<file path="src/rtl/ahb_arbiter_if.sv">
// ahb_arbiter_if
//   Groups the arbiter's request/bus-observation inputs and its grant outputs.
//   The lock signals exist only when AHB_ARB_LOCK_EN is defined.
//
//   Modports:
//     slave  - the arbiter: observes requests and the muxed bus, drives grants
//     master - requesters / bus fabric: drive requests and bus status,
//              observe grants
//
//   Signals:
//     req_in          per-master bus request (level)
//     lock_in         per-master locked-sequence request (AHB_ARB_LOCK_EN)
//     ahb_trans_in    muxed HTRANS of the current owner
//     ahb_burst_in    muxed HBURST
//     ahb_ready_in    bus HREADY
//     ahb_resp_in     bus HRESP, 1 = ERROR
//     grant_out       one-hot grant
//     master_out      address-phase owner index
//     data_master_out data-phase owner index
//     mastlock_out    locked-transfer indication (AHB_ARB_LOCK_EN)
interface ahb_arbiter_if #(
    parameter int NUM_MASTERS = 4,
    parameter int MIDX_W      = $clog2(NUM_MASTERS)
);
    logic [NUM_MASTERS-1:0] req_in;
`ifdef AHB_ARB_LOCK_EN
    logic [NUM_MASTERS-1:0] lock_in;
    logic                   mastlock_out;
`endif
    logic [1:0]             ahb_trans_in;
    logic [2:0]             ahb_burst_in;
    logic                   ahb_ready_in;
    logic                   ahb_resp_in;
    logic [NUM_MASTERS-1:0] grant_out;
    logic [MIDX_W-1:0]      master_out;
    logic [MIDX_W-1:0]      data_master_out;

`ifdef AHB_ARB_LOCK_EN
    modport slave (
        input  req_in, lock_in, ahb_trans_in, ahb_burst_in, ahb_ready_in, ahb_resp_in,
        output grant_out, master_out, data_master_out, mastlock_out
    );
    modport master (
        output req_in, lock_in, ahb_trans_in, ahb_burst_in, ahb_ready_in, ahb_resp_in,
        input  grant_out, master_out, data_master_out, mastlock_out
    );
`else
    modport slave (
        input  req_in, ahb_trans_in, ahb_burst_in, ahb_ready_in, ahb_resp_in,
        output grant_out, master_out, data_master_out
    );
    modport master (
        output req_in, ahb_trans_in, ahb_burst_in, ahb_ready_in, ahb_resp_in,
        input  grant_out, master_out, data_master_out
    );
`endif
endinterface

</file>
<file path="src/rtl/ahb_arbiter.sv">
// ahb_arbiter
//   Round-robin, burst-aware AHB arbiter. Watches the muxed bus of the current
//   owner and only re-arbitrates at legal boundaries: idle/single transfers,
//   the last beat of a fixed-length burst, an early-terminating NONSEQ, an
//   ERROR response (second cycle, HREADY=1), or after INCR_MAX_BEATS beats of
//   an undefined-length INCR while someone else is requesting.
//
//   Optional feature macro: AHB_ARB_LOCK_EN (adds lock_in / mastlock_out;
//   a locked owner is re-granted at every re-arbitration point).
//
//   Ports:
//     ahb_clk_in   bus clock
//     ahb_rstn_in  asynchronous active-low reset
//     bus          ahb_arbiter_if.slave (requests, bus status, grant outputs)
//
//   state  | meaning
//   -------+----------------------------------------------
//   IDLE   | no burst open
//   BURST  | fixed-length burst, beats_left counts down
//   INCR   | undefined-length INCR, incr_cnt counts up
module ahb_arbiter #(
    parameter int NUM_MASTERS    = 4,
    parameter int DEFAULT_MASTER = 0,
    parameter int INCR_MAX_BEATS = 8,
    parameter int MIDX_W         = $clog2(NUM_MASTERS)
) (
    input logic          ahb_clk_in,
    input logic          ahb_rstn_in,
    ahb_arbiter_if.slave bus
);

    localparam logic [1:0] HTRANS_IDLE   = 2'b00;
    localparam logic [1:0] HTRANS_NONSEQ = 2'b10;
    localparam logic [1:0] HTRANS_SEQ    = 2'b11;

    localparam logic [2:0] HBURST_SINGLE = 3'b000;
    localparam logic [2:0] HBURST_INCR   = 3'b001;
    localparam logic [2:0] HBURST_WRAP4  = 3'b010;
    localparam logic [2:0] HBURST_INCR4  = 3'b011;
    localparam logic [2:0] HBURST_WRAP8  = 3'b100;
    localparam logic [2:0] HBURST_INCR8  = 3'b101;
    localparam logic [2:0] HBURST_WRAP16 = 3'b110;
    localparam logic [2:0] HBURST_INCR16 = 3'b111;

    localparam logic [MIDX_W-1:0]      DEF_IDX     = MIDX_W'(DEFAULT_MASTER);
    localparam logic [NUM_MASTERS-1:0] GRANT_ONE   = NUM_MASTERS'(1);
    localparam logic [NUM_MASTERS-1:0] GRANT_RST   = GRANT_ONE << DEF_IDX;
    localparam logic [7:0]             INCR_MAX    = 8'(INCR_MAX_BEATS);
    localparam logic [7:0]             INCR_PREEMPT = 8'(INCR_MAX_BEATS - 1);

    typedef enum logic [1:0] {
        ST_IDLE  = 2'd0,
        ST_BURST = 2'd1,
        ST_INCR  = 2'd2
    } state_t;

    state_t                 state_q, state_d;
    logic [3:0]             beats_q, beats_d;
    logic [7:0]             incr_q, incr_d;
    logic [NUM_MASTERS-1:0] grant_q, grant_d;
    logic [MIDX_W-1:0]      master_q, master_d;
    logic [MIDX_W-1:0]      data_master_q, data_master_d;

    logic              rp;
    logic              load;
    logic              other_req;
    logic              owner_locked;
    logic              found;
    logic [MIDX_W-1:0] idx;
    logic [MIDX_W-1:0] rr_winner;

`ifdef AHB_ARB_LOCK_EN
    logic mastlock_q, mastlock_d;
    assign owner_locked = bus.lock_in[master_q];
`else
    assign owner_locked = 1'b0;
`endif

    assign other_req = |(bus.req_in & ~grant_q);

    // Round-robin scan starting just after the current owner; the owner itself
    // is visited last, so it only wins again if nobody else is asking.
    always_comb begin
        rr_winner = DEF_IDX;
        found     = 1'b0;
        idx       = '0;
        for (int k = 1; k <= NUM_MASTERS; k++) begin
            idx = MIDX_W'((int'(master_q) + k) % NUM_MASTERS);
            if (!found && bus.req_in[idx]) begin
                rr_winner = idx;
                found     = 1'b1;
            end
        end
    end

    always_ff @(posedge ahb_clk_in or negedge ahb_rstn_in) begin
        if (!ahb_rstn_in) begin
            state_q       <= ST_IDLE;
            beats_q       <= '0;
            incr_q        <= '0;
            grant_q       <= GRANT_RST;
            master_q      <= DEF_IDX;
            data_master_q <= DEF_IDX;
`ifdef AHB_ARB_LOCK_EN
            mastlock_q    <= 1'b0;
`endif
        end else begin
            state_q       <= state_d;
            beats_q       <= beats_d;
            incr_q        <= incr_d;
            grant_q       <= grant_d;
            master_q      <= master_d;
            data_master_q <= data_master_d;
`ifdef AHB_ARB_LOCK_EN
            mastlock_q    <= mastlock_d;
`endif
        end
    end

    always_comb begin
        state_d       = state_q;
        beats_d       = beats_q;
        incr_d        = incr_q;
        grant_d       = grant_q;
        master_d      = master_q;
        data_master_d = data_master_q;
        rp            = 1'b0;
        load          = 1'b0;

        if (bus.ahb_ready_in) begin
            if (bus.ahb_resp_in) begin
                rp = 1'b1;
            end else begin
                unique case (state_q)
                    ST_IDLE: begin
                        if (bus.ahb_trans_in == HTRANS_IDLE ||
                            (bus.ahb_trans_in == HTRANS_NONSEQ && bus.ahb_burst_in == HBURST_SINGLE))
                            rp = 1'b1;
                        else if (bus.ahb_trans_in == HTRANS_NONSEQ)
                            load = 1'b1;
                    end
                    ST_BURST: begin
                        if (bus.ahb_trans_in == HTRANS_SEQ && beats_q == 4'd1) begin
                            rp = 1'b1;
                        end else if (bus.ahb_trans_in == HTRANS_NONSEQ) begin
                            // early termination: arbitrate, then track the new burst
                            rp   = 1'b1;
                            load = 1'b1;
                        end else if (bus.ahb_trans_in == HTRANS_SEQ) begin
                            beats_d = beats_q - 4'd1;
                        end
                    end
                    ST_INCR: begin
                        if (bus.ahb_trans_in == HTRANS_IDLE || bus.ahb_trans_in == HTRANS_NONSEQ)
                            rp = 1'b1;
                        else if (bus.ahb_trans_in == HTRANS_SEQ && incr_q == INCR_PREEMPT && other_req)
                            rp = 1'b1;
                        else if (bus.ahb_trans_in == HTRANS_SEQ && incr_q != INCR_MAX)
                            incr_d = incr_q + 8'd1;
                    end
                    default: rp = 1'b1;
                endcase
            end
        end

        if (rp) begin
            state_d  = ST_IDLE;
            beats_d  = '0;
            incr_d   = '0;
            master_d = owner_locked ? master_q : rr_winner;
            grant_d  = GRANT_ONE << master_d;
        end

        if (load) begin
            unique case (bus.ahb_burst_in)
                HBURST_SINGLE: state_d = ST_IDLE;
                HBURST_INCR: begin
                    state_d = ST_INCR;
                    incr_d  = 8'd1;
                end
                HBURST_WRAP4, HBURST_INCR4: begin
                    state_d = ST_BURST;
                    beats_d = 4'd3;
                end
                HBURST_WRAP8, HBURST_INCR8: begin
                    state_d = ST_BURST;
                    beats_d = 4'd7;
                end
                HBURST_WRAP16, HBURST_INCR16: begin
                    state_d = ST_BURST;
                    beats_d = 4'd15;
                end
                default: state_d = ST_IDLE;
            endcase
        end

        // data phase follows the address phase by one accepted cycle
        if (bus.ahb_ready_in)
            data_master_d = master_q;
    end

`ifdef AHB_ARB_LOCK_EN
    always_comb begin
        mastlock_d = mastlock_q;
        if (bus.ahb_ready_in && bus.ahb_trans_in == HTRANS_NONSEQ)
            mastlock_d = owner_locked;
        else if (rp && !owner_locked)
            mastlock_d = 1'b0;
    end
    assign bus.mastlock_out = mastlock_q;
`endif

    assign bus.grant_out       = grant_q;
    assign bus.master_out      = master_q;
    assign bus.data_master_out = data_master_q;

endmodule
</file>
<file path="src/flat_wrapper.sv">
// flat-port wrapper written by rule: the top's interface ports become plain ports
module ahb_arbiter_flat 
#(
    parameter int NUM_MASTERS    = 4,
    parameter int DEFAULT_MASTER = 0,
    parameter int INCR_MAX_BEATS = 8,
    parameter int MIDX_W         = $clog2(NUM_MASTERS)
)
  (ahb_clk_in, ahb_rstn_in, bus_req_in, bus_ahb_trans_in, bus_ahb_burst_in, bus_ahb_ready_in, bus_ahb_resp_in, bus_grant_out, bus_master_out, bus_data_master_out);
  ahb_arbiter_if #(.NUM_MASTERS(NUM_MASTERS), .MIDX_W(MIDX_W)) bus_i ();
  input logic ahb_clk_in;
  input logic ahb_rstn_in;
  input wire logic [$bits(bus_i.req_in)-1:0] bus_req_in;
  input wire logic [$bits(bus_i.ahb_trans_in)-1:0] bus_ahb_trans_in;
  input wire logic [$bits(bus_i.ahb_burst_in)-1:0] bus_ahb_burst_in;
  input wire logic [$bits(bus_i.ahb_ready_in)-1:0] bus_ahb_ready_in;
  input wire logic [$bits(bus_i.ahb_resp_in)-1:0] bus_ahb_resp_in;
  output wire logic [$bits(bus_i.grant_out)-1:0] bus_grant_out;
  output wire logic [$bits(bus_i.master_out)-1:0] bus_master_out;
  output wire logic [$bits(bus_i.data_master_out)-1:0] bus_data_master_out;
  assign bus_i.req_in = bus_req_in;
  assign bus_i.ahb_trans_in = bus_ahb_trans_in;
  assign bus_i.ahb_burst_in = bus_ahb_burst_in;
  assign bus_i.ahb_ready_in = bus_ahb_ready_in;
  assign bus_i.ahb_resp_in = bus_ahb_resp_in;
  assign bus_grant_out = bus_i.grant_out;
  assign bus_master_out = bus_i.master_out;
  assign bus_data_master_out = bus_i.data_master_out;
  ahb_arbiter #(.NUM_MASTERS(NUM_MASTERS), .DEFAULT_MASTER(DEFAULT_MASTER), .INCR_MAX_BEATS(INCR_MAX_BEATS), .MIDX_W(MIDX_W)) u_core (.ahb_clk_in(ahb_clk_in), .ahb_rstn_in(ahb_rstn_in), .bus(bus_i));
endmodule
</file>
<file path="config.mk">
export PLATFORM = sky130hd
export DESIGN_NAME = ahb_arbiter_flat
export DESIGN_NICKNAME = d
export VERILOG_FILES = /design/src/rtl/ahb_arbiter_if.sv /design/src/rtl/ahb_arbiter.sv /design/src/flat_wrapper.sv
export SDC_FILE = /design/constraint.sdc
export NUM_CORES = 1
export LEC_CHECK = 0
export ABC_AREA = 1
export BUFFER_PORTS_ARGS = -buffer_cell sky130_fd_sc_hd__buf_2
export CELL_PAD_IN_SITES_DETAIL_PLACEMENT = 1
export CELL_PAD_IN_SITES_GLOBAL_PLACEMENT = 2
export CORE_MARGIN = 1
export CORE_UTILIZATION = 31
export DETAILED_ROUTE_END_ITERATION = 10
export PLACE_DENSITY_LB_ADDON = 0.1
export SKIP_CTS_REPAIR_TIMING = 1
export SLEW_MARGIN = 20
export SYNTH_ARGS = -nofsm -noshare
export SYNTH_HDL_FRONTEND = slang
export SYNTH_SLANG_ARGS = --single-unit
</file>
<file path="constraint.sdc">
create_clock -name ahb_clk_in -period 1.8 [get_ports ahb_clk_in]
set_input_delay 0.09 -clock ahb_clk_in [delete_from_list [all_inputs] [get_ports ahb_clk_in]]
set_output_delay 0.09 -clock ahb_clk_in [all_outputs]
set_load 0.05 [all_outputs]
</file>
== After elaboration in Yosys (flattened, before gate mapping) ==
Cells that the tools add are included.
Storage, ports and cells
  output and inout bits: 8
  register bits: 22
Cells by class
  bitwise logic cells: 2
  muxes and demuxes: 49
  magnitude comparators: 4
  reductions and logical operators: 22
  add/sub/neg operators: 6
  eq/ne operators: 14
  shift operators: 1
Operator list (number)
  $mux 8: 9
  $mux 4: 8
  $mux 1: 18
  $eq 3x3->1 const B: 4
  $lt 2x3->1 const B: 4
  $mux 2: 6
  $pmux 4 s3: 1
  $add 8x1->8 const B: 1
  $bmux 1 s2: 4
  $eq 8x3->1 const B: 1
  $logic_and 1x1->1: 8
  $ne 8x4->1 const B: 1
  $eq 2x2->1 const B: 3
  $eq 3x2->1 const B: 2
  $pmux 2 s3: 1
  $reduce_or 2->1: 3
  $reduce_or 6->1: 1
  $add 2x1->2 const B: 2
  $add 2x2->2 const B: 2
  $and 4x4->4: 1
  $eq 4x1->1 const B: 1
  $logic_not 2->1: 2
  $not 4->4: 1
  $reduce_or 4->1: 1
  10 further kinds: 13

== Longest topological paths before layout ==
Gate-level depths: netlist of the first run.
  depth after elaboration: 14
  mapped depth: 13

== Worst setup path before layout of the first run ==
OpenSTA, ideal clock, no wires.
  path type: reg-to-reg
  from: register u_core.master_q[0], in the netlist u_core.bus.master_out[0]
  to: register u_core.grant_q[1], in the netlist u_core.bus.grant_out[1]
  period minus slack after synthesis: 1785 ps
  data arrival time: 1667 ps
  slack: 15 ps
  stages on the path, launching flop included: 12
  cells stage by stage: dfrtp_1 > buf_4 > inv_4 > nand2_1 > nand2_1 > nand2_1 > nand2_1 > nor2_4 > nand4_1 > nand2_1 > nand3b_1 > nand2_1
Between the ends
  word-level cells in the longest chain between the ends: 14
  elaborated cells between the ends (all ways): 26
  classes of those cells: 4 x add/sub; 1 x shift; 15 x mux; 6 x reduce/logical
Ends and longest elaborated chain
  from (decl): RTL line ahb_arbiter.sv:61  | logic [MIDX_W-1:0] master_q, master_d;
  from (signal assigned): RTL line ahb_arbiter.sv:112  | master_q <= master_d;
  $add 2x1->2: RTL line ahb_arbiter.sv:88  | idx = MIDX_W'((int'(master_q) + k) % NUM_MASTERS);
  $bmux 1 s2: RTL line ahb_arbiter.sv:89  | if (!found && bus.req_in[idx]) begin
  $mux 1 (implied by the code): RTL line ahb_arbiter.sv:89
  $mux 1: RTL line ahb_arbiter.sv:89
  $logic_not 1->1: RTL line ahb_arbiter.sv:89
  $logic_and 1x1->1: RTL line ahb_arbiter.sv:89
  $mux 1: RTL line ahb_arbiter.sv:89
  $logic_not 1->1: RTL line ahb_arbiter.sv:89
  $logic_and 1x1->1: RTL line ahb_arbiter.sv:89
  $mux 1: RTL line ahb_arbiter.sv:89
  $logic_not 1->1: RTL line ahb_arbiter.sv:89
  $logic_and 1x1->1: RTL line ahb_arbiter.sv:89
  $mux 2 (*): RTL line ahb_arbiter.sv:89
  $shl 1x2->4 (*): RTL line ahb_arbiter.sv:171  | grant_d = GRANT_ONE << master_d;
  to (signal assigned): RTL line ahb_arbiter.sv:111  | grant_q <= grant_d;
  to (decl): RTL line ahb_arbiter.sv:60  | logic [NUM_MASTERS-1:0] grant_q, grant_d;
Mark *: on every way between the ends. The rest lies on a longest branch, timed or not. The select of a mux whose other input is x is not followed.
A chain may end at the register's enable or synchronous reset.

== Final worst setup path of the first run ==
  from: register u_core.incr_q[0]
  to: register u_core.grant_q[2], in the netlist u_core.bus.grant_out[2]
Between the ends
  word-level cells in the longest chain between the ends: 8
Ends and longest elaborated chain
  from (decl): RTL line ahb_arbiter.sv:59  | logic [7:0] incr_q, incr_d;
  from (signal assigned): RTL line ahb_arbiter.sv:110  | incr_q <= incr_d;
  $eq 8x3->1: RTL line ahb_arbiter.sv:156  | else if (bus.ahb_trans_in == HTRANS_SEQ && incr_q == INCR_PREEMPT && other_req)
  $logic_and 1x1->1 (2 in a row): RTL line ahb_arbiter.sv:156
  $mux 1: RTL line ahb_arbiter.sv:156
  $mux 1: RTL line ahb_arbiter.sv:154  | if (bus.ahb_trans_in == HTRANS_IDLE || bus.ahb_trans_in == HTRANS_NONSEQ)
  $pmux 1 s3: RTL line ahb_arbiter.sv:134  | unique case (state_q)
  $mux 1: RTL line ahb_arbiter.sv:131  | if (bus.ahb_resp_in) begin
  $mux 1: RTL line ahb_arbiter.sv:130  | if (bus.ahb_ready_in) begin
No other way between the ends.

==> out/metrics.json, run 1 <==
{
  "run_status": {"value": "complete, no violations"},
  "cts-root-to-sink-buffers": {"value": 2},
  "slew_viol_final": {"value": 0},
  "synth_sequential_area_ratio": {"value": 0.349},
  "number_of_global_route_vias_before_repair": {"value": 1442},
  "wl": {"value": 4300, "unit": "um"},
  "top_area_cells_in_the_synthesized_netlist": {"value": "sky130_fd_sc_hd__dfrtp_1 (33%), sky130_fd_sc_hd__nand2_1 (19%), sky130_fd_sc_hd__nand3_1 (7.3%), sky130_fd_sc_hd__inv_1 (5.9%), sky130_fd_sc_hd__nor2_1 (5.2%)"},
  "hold_depth": {"value": 3},
  "final_nets": {"value": 286},
  "core.rowCount": {"value": 25},
  "timing.fmax": {"value": 0.601, "unit": "GHz"},
  "routed_via_density": {"value": 4.61},
  "ant_nets": {"value": 0},
  "actual_transition_at_the_worst_max_transition_pin": {"value": 524, "unit": "ps"},
  "setup_repair_after_global_routing_missed_its_margin": {"value": "true"},
  "timing.rr.end": {"value": "u_core.bus.grant_out[2]"},
  "grt_start_max_net_pins": {"value": 23},
  "grt_overflow": {"value": 0},
  "holdWs": {"value": 105, "unit": "ps"},
  "place_congestion": {"value": 0.777},
  "timing.hold.worst.start": {"value": "bus_ahb_burst_in[1]"},
  "postSynthCellCount": {"value": 235},
  "dpl_cell_area": {"value": 0.00178, "unit": "mm^2"},
  "final-setup-viol-count": {"value": 0},
  "chipWidth": {"value": 73.4, "unit": "um"},
  "final-seq-area": {"value": 553, "unit": "um^2"},
  "synth_top_area_cell": {"value": "sky130_fd_sc_hd__dfrtp_1"},
  "clock_insertion_delay_at_the_later_pin_of_the_skew_report": {"value": 260, "unit": "ps"},
  "drc": {"value": 0},
  "core_area": {"value": 0.00482, "unit": "mm^2"},
  "initial_utilization": {"value": 0.328},
  "postSynthAreaPerCell": {"value": 6.73, "unit": "um^2"},
  "worst_hold_path.endpoint": {"value": "u_core.beats_q[3]"},
  "timing.reg2reg.setup_slack": {"value": 140, "unit": "ps"},
  "numPortBuffers": {"value": 20},
  "cts-htree-levels": {"value": 1},
  "globalRouteTotalUtil": {"value": 0.170},
  "cellLeakagePower": {"value": 0.993, "unit": "nW"},
  "dr_total_vias": {"value": 1544},
  "critPathMaxFanout": {"value": 5},
  "utilization": {"value": 0.397},
  "multi_input_area": {"value": 940, "unit": "um^2"},
  "non_filler_cell_area_final": {"value": 0.00191, "unit": "mm^2"},
  "initial_antenna_violation_count": {"value": 0},
  "timing.critical_path.required": {"value": 1990, "unit": "ps"},
  "timing.slew.headroom": {"value": 0.651},
  "setup_total_negative_slack": {"value": 0, "unit": "ps"},
  "min-delay-path-class": {"value": "primary input to flip-flop"},
  "netlist-cell-type-count": {"value": 26},
  "synthesis.yosys.warnings": {"value": 0},
  "antennaDiodeCount": {"value": 0},
  "clkSinkCount": {"value": 22},
  "synth_area": {"value": 0.00158, "unit": "mm^2"},
  "drive_above_1_share": {"value": 0.231},
  "fin_total_pwr": {"value": 2.18, "unit": "mW"},
  "detailedRoute.firstIterationViolations": {"value": 56},
  "finalWorstPathRequiredPeriod": {"value": 1660, "unit": "ps"},
  "dpl.hpwl": {"value": 3330, "unit": "um"},
  "critical_path_class": {"value": "flip-flop to flip-flop"},
  "max_cap_viols": {"value": 0},
  "worst_clock_skew": {"value": 8.72, "unit": "ps"},
  "grt_pass1_wl": {"value": 7020, "unit": "um"},
  "synth-seq-cells": {"value": 22},
  "cts_made_buffers": {"value": 3},
  "ff_to_ff_start": {"value": "u_core.incr_q[0]"},
  "avgRoutedWirePerCell": {"value": 12.8, "unit": "um"},
  "clk_transition_reported_paths": {"value": 80, "unit": "ps"},
  "finalHoldViolations": {"value": 0},
  "ff2ff_path_depth": {"value": 11},
  "worstSetupStartpoint": {"value": "u_core.incr_q[0]"},
  "design.die.area": {"value": 0.00539, "unit": "mm^2"},
  "end_kind": {"value": "flip-flop"},
  "tritoncts": {"value": "built"},
  "crit_path_start_kind": {"value": "flip-flop"},
  "layout_worst_path_cycle_share": {"value": 0.924},
  "largest_voltage_drop_on_the_vdd_net": {"value": 0.611, "unit": "mV"},
  "io_pins": {"value": 21},
  "synthesis.nets": {"value": 252},
  "syn2layout_area_growth": {"value": 20.8, "unit": "%"},
  "fp.dieH": {"value": 73.4, "unit": "um"},
  "cts-root-buf": {"value": "sky130_fd_sc_hd__clkbuf_8"},
  "detail_route.first_pass.iterations": {"value": 6},
  "netlist.area_leader.share": {"value": 0.332},
  "fillers": {"value": 651},
  "cp_data_arrival_time": {"value": 1860, "unit": "ps"},
  "powerDensity": {"value": 1140, "unit": "mW/mm^2"}
}
worst max-delay path: stages (launching register included):
cell and delay, ps:
sky130_fd_sc_hd__dfrtp_1 400, sky130_fd_sc_hd__ha_2 210, sky130_fd_sc_hd__nand2_1 60, sky130_fd_sc_hd__nor2_2 100
sky130_fd_sc_hd__nand2_1 50, sky130_fd_sc_hd__nor2_1 100, sky130_fd_sc_hd__nand2_1 90, sky130_fd_sc_hd__nand2_2 80
sky130_fd_sc_hd__nand2_4 80, sky130_fd_sc_hd__a21oi_4 250, sky130_fd_sc_hd__nand3_1 100, sky130_fd_sc_hd__nand2_1 70
state kept, by name, summed over array words and instances (netlist names):
signal,flops
u_core.incr_q,8
u_core.state_q,2
u_core.bus.master_out,2
u_core.bus.grant_out,4
u_core.beats_q,4
u_core.bus.data_master_out,2
layout by cell type (no fill, tap or decap), types with 5 or more instances in the layout:
| cell type | synthesis | layout |
|---|---|---|
| sky130_fd_sc_hd__nand2_1 | 81 | 80 |
| sky130_fd_sc_hd__inv_1 | 25 | 25 |
| sky130_fd_sc_hd__nand3_1 | 23 | 22 |
| sky130_fd_sc_hd__nor2_1 | 22 | 21 |
| sky130_fd_sc_hd__buf_2 | 0 | 20 |
| sky130_fd_sc_hd__dfrtp_1 | 21 | 20 |
| sky130_fd_sc_hd__o21ai_0 | 10 | 10 |
| sky130_fd_sc_hd__nand2_2 | 10 | 8 |
| sky130_fd_sc_hd__buf_4 | 1 | 8 |
| sky130_fd_sc_hd__nand4_1 | 6 | 6 |
| sky130_fd_sc_hd__inv_2 | 5 | 5 |
per-layer routing:
layer | share of wire | up-vias | global-route usage
met1 | 0.53 | 716 | 0.250
met3 | 0.017 | 2 | 0.0288
met5 | 0 | - | 0
met4 | 0.0026 | 0 | 0.0192
met2 | 0.45 | 14 | 0.269
li1 | - | 812 | -
per-stage QoR:
step           std cells  setup WS (ps)
2_1_floorplan        235           15.0
3_3_place_gp         325            135
3_5_place_dp         325           58.4
4_1_cts              329           46.3
5_1_grt              335          -15.4
6_report             335            136
how the worst max path moves through the flow:
stage / slack (ps) / depth (start not counted) / endpoint
2_1_floorplan: 10 / 11 / u_core.bus.grant_out[1]
3_3_place_gp: 140 / 11 / u_core.bus.grant_out[2]
3_5_place_dp: 60 / 12 / u_core.incr_q[5]
4_1_cts: 50 / 12 / u_core.incr_q[5]
5_1_grt: -20 / 11 / u_core.bus.master_out[0]
6_report: 140 / 11 / u_core.bus.grant_out[2]
layout make-up:
type                    instances  area share
clock buffers                   4      0.0236
inverters                      31      0.0622
multi-input cells             182       0.492
flip-flops and latches         22       0.289
well taps                      67      0.0439
repair buffers                 29      0.0891
where the power goes:
| part | internal, mW | switching, mW | leakage (nW) |
|---|---|---|---|
| logic | 0.353 | 0.862 | 0.678 |
| registers | 0.583 | 0.0745 | 0.292 |
| clock network | 0.157 | 0.151 | 0.0228 |
| total | 1.09 | 1.09 | 0.993 |
synthesized netlist by cell type (all sizes together):
library cell,n
a21oi,5
nand3b,1
dfstp,1
ha,4
nand4,7
xor2,4
inv,31
nand2,91
xnor2,2
buf,2
o21ai,11
nand3,24
nor3,4
nor2,26
and2,1
dfrtp,21
kinds of logic after synthesis:
logic type	share of synthesized area
AOI/OAI and AO/OA	0.0578
DFF	0.349
adders and majority gates	0.0316
and+or+nand+nor	0.441
buffers and inverters	0.0870
xor gates and xnor gates	0.0332
Note: power is estimated with default switching activity, not from simulation.
==> run 2, diff against run 1 <==
REMOVE_ABC_BUFFERS = 1   (was not set)
==> out/metrics.json, run 2 (same netlist as run 1, synthesis figures left out) <==
{
  "timing.fmax": {"value": 0.607, "unit": "GHz"},
  "worst_clock_skew": {"value": 2.93, "unit": "ps"},
  "non_filler_cell_area_final": {"value": 0.00193, "unit": "mm^2"},
  "io_pins": {"value": 21},
  "finalHoldViolations": {"value": 0},
  "routed_via_density": {"value": 4.61},
  "initial_antenna_violation_count": {"value": 0},
  "grt_start_max_net_pins": {"value": 23},
  "detail_route.first_pass.iterations": {"value": 4},
  "timing.critical_path.to": {"value": "u_core.beats_q[1]"},
  "largest_register_by_flop_count": {"value": "u_core.incr_q"},
  "finalWorstPathRequiredPeriod": {"value": 1650, "unit": "ps"},
  "cellInternalPower": {"value": 1.15, "unit": "mW"},
  "sequentialPowerShare": {"value": 0.292},
  "p_switching": {"value": 1.13, "unit": "mW"},
  "power_switching_share": {"value": 0.495},
  "syn2layout_area_growth": {"value": 21.9, "unit": "%"},
  "globalRouteTotalUtil": {"value": 0.171},
  "fin_total_pwr": {"value": 2.28, "unit": "mW"},
  "grt_overflow": {"value": 0},
  "chipWidth": {"value": 73.4, "unit": "um"},
  "cts-htree-levels": {"value": 1},
  "cts-root-buf": {"value": "sky130_fd_sc_hd__clkbuf_8"},
  "worstSetupStartpoint": {"value": "u_core.incr_q[1]"},
  "cts-root-to-sink-buffers": {"value": 2},
  "initial_utilization": {"value": 0.328},
  "dpl.hpwl": {"value": 3360, "unit": "um"},
  "clk_transition_reported_paths": {"value": 90, "unit": "ps"},
  "cellLeakagePower": {"value": 0.992, "unit": "nW"},
  "number_of_global_route_vias_before_repair": {"value": 1494},
  "pwr-share-clk": {"value": 0.161},
  "layout_worst_path_cycle_share": {"value": 0.915},
  "pwr-share-comb": {"value": 0.546},
  "utilization": {"value": 0.400},
  "numPortBuffers": {"value": 20},
  "grt_pass1_wl": {"value": 7080, "unit": "um"},
  "min-delay-path-class": {"value": "primary input to flip-flop"},
  "design.die.area": {"value": 0.00539, "unit": "mm^2"},
  "core.rowCount": {"value": 25},
  "dr_total_vias": {"value": 1535},
  "dpl_cell_area": {"value": 0.00179, "unit": "mm^2"},
  "largest_register_ffs": {"value": 8},
  "timing.critical_path.required": {"value": 1940, "unit": "ps"},
  "fp.dieH": {"value": 73.4, "unit": "um"},
  "timing.reg2reg.setup_slack": {"value": 150, "unit": "ps"},
  "powerDensity": {"value": 1180, "unit": "mW/mm^2"},
  "layout.cells.most_common": {"value": "sky130_fd_sc_hd__nand2_1"},
  "core_area": {"value": 0.00482, "unit": "mm^2"},
  "layout_common_cells": {"value": "sky130_fd_sc_hd__nand2_1 (80), sky130_fd_sc_hd__inv_1 (25), sky130_fd_sc_hd__nand3_1 (22), sky130_fd_sc_hd__nor2_1 (21)"},
  "ant_nets": {"value": 0},
  "final-setup-viol-count": {"value": 0},
  "crit_path_start_kind": {"value": "flip-flop"},
  "fillers": {"value": 643},
  "run_status": {"value": "complete, no violations"},
  "max_cap_viols": {"value": 0},
  "wl": {"value": 4210, "unit": "um"},
  "end_kind": {"value": "flip-flop"},
  "final_nets": {"value": 284},
  "drc": {"value": 0},
  "actual_transition_at_the_worst_max_transition_pin": {"value": 549, "unit": "ps"},
  "antennaDiodeCount": {"value": 0},
  "cts_made_buffers": {"value": 3},
  "critPathMaxFanout": {"value": 4},
  "detailedRoute.firstIterationViolations": {"value": 48},
  "critical_path_class": {"value": "flip-flop to flip-flop"},
  "timing.rr.end": {"value": "u_core.beats_q[1]"},
  "largest_voltage_drop_on_the_vdd_net": {"value": 0.627, "unit": "mV"},
  "avgRoutedWirePerCell": {"value": 12.6, "unit": "um"},
  "ff2ff_path_depth": {"value": 10},
  "drive_above_1_share": {"value": 0.233},
  "ff_to_ff_start": {"value": "u_core.incr_q[1]"},
  "cp_data_arrival_time": {"value": 1790, "unit": "ps"},
  "tritoncts": {"value": "built"},
  "timing.slew.headroom": {"value": 0.634},
  "place_congestion": {"value": 0.706},
  "clkSinkCount": {"value": 22},
  "slew_viol_final": {"value": 0},
  "clock_insertion_delay_at_the_later_pin_of_the_skew_report": {"value": 260, "unit": "ps"}
}
run 2: worst max-delay path, stage by stage, from the launching register on:
cell,delay [ps]
sky130_fd_sc_hd__dfrtp_1,410
sky130_fd_sc_hd__ha_2,210
sky130_fd_sc_hd__nand2_1,70
sky130_fd_sc_hd__nor2_2,100
sky130_fd_sc_hd__nand2_1,70
sky130_fd_sc_hd__nor2_2,90
sky130_fd_sc_hd__nand2_1,80
sky130_fd_sc_hd__nand2_2,80
sky130_fd_sc_hd__nand2_4,80
sky130_fd_sc_hd__a21oi_2,230
sky130_fd_sc_hd__o21ai_0,120
run 2: layer usage:
layer,vias to the layer above,global-route usage,part of all wire,wire (um)
met5,-,0,0,0
li1,802,-,-,-
met1,714,0.217,0.48,2010
met3,2,0.0219,0.024,100
met2,17,0.311,0.49,2070
met4,0,0.0321,0.0059,25
run 2: worst min-delay path by stage:
| stage | startpoint | endpoint | slack [ps] | cells after the start |
|---|---|---|---|---|
| detailed placement | ahb_rstn_in | u_core.beats_q[2] | 110 | 1 |
| finish | bus_ahb_burst_in[1] | u_core.beats_q[3] | 80 | 3 |
| global route | bus_ahb_burst_in[1] | u_core.beats_q[3] | 80 | 3 |
| CTS | ahb_rstn_in | u_core.beats_q[2] | -180 | 1 |
| floorplan | ahb_rstn_in | u_core.beats_q[0] | -210 | 0 |
| global placement | ahb_rstn_in | u_core.beats_q[3] | 110 | 1 |
run 2: stage by stage:
| step | hold slack, ps | TNS (ps) | worst slack [ps] | std cells |
|---|---|---|---|---|
| 4_1_cts | -181 | -184 | -33.3 | 330 |
| 2_1_floorplan | -206 | 0 | 11.1 | 233 |
| 6_report | 77.4 | 0 | 153 | 333 |
| 3_3_place_gp | 114 | -29.0 | -6.20 | 326 |
| 5_1_grt | 80.7 | -68.7 | -13.4 | 333 |
| 3_5_place_dp | 112 | -45.1 | -13.5 | 326 |
run 2: area by class of cell:
type                            count  area, um^2  share of cell area
Timing Repair Buffer               28         163              0.0844
Clock buffer                        4        55.1              0.0286
Inverter                           31         119              0.0616
Multi-Input combinational cell    181         955               0.495
Sequential cell                    22         553               0.287
Tap cell                           67        83.8              0.0435
run 2: power by group through the flow:
stage	combinational, mW	sequential, mW	clock (mW)
after floorplan	0.621	0.917	0
after global placement	1.22	0.670	0
after detailed placement	1.22	0.668	0
after CTS	1.22	0.662	0.378
after global routing	1.40	0.679	0.394
final	1.24	0.665	0.367
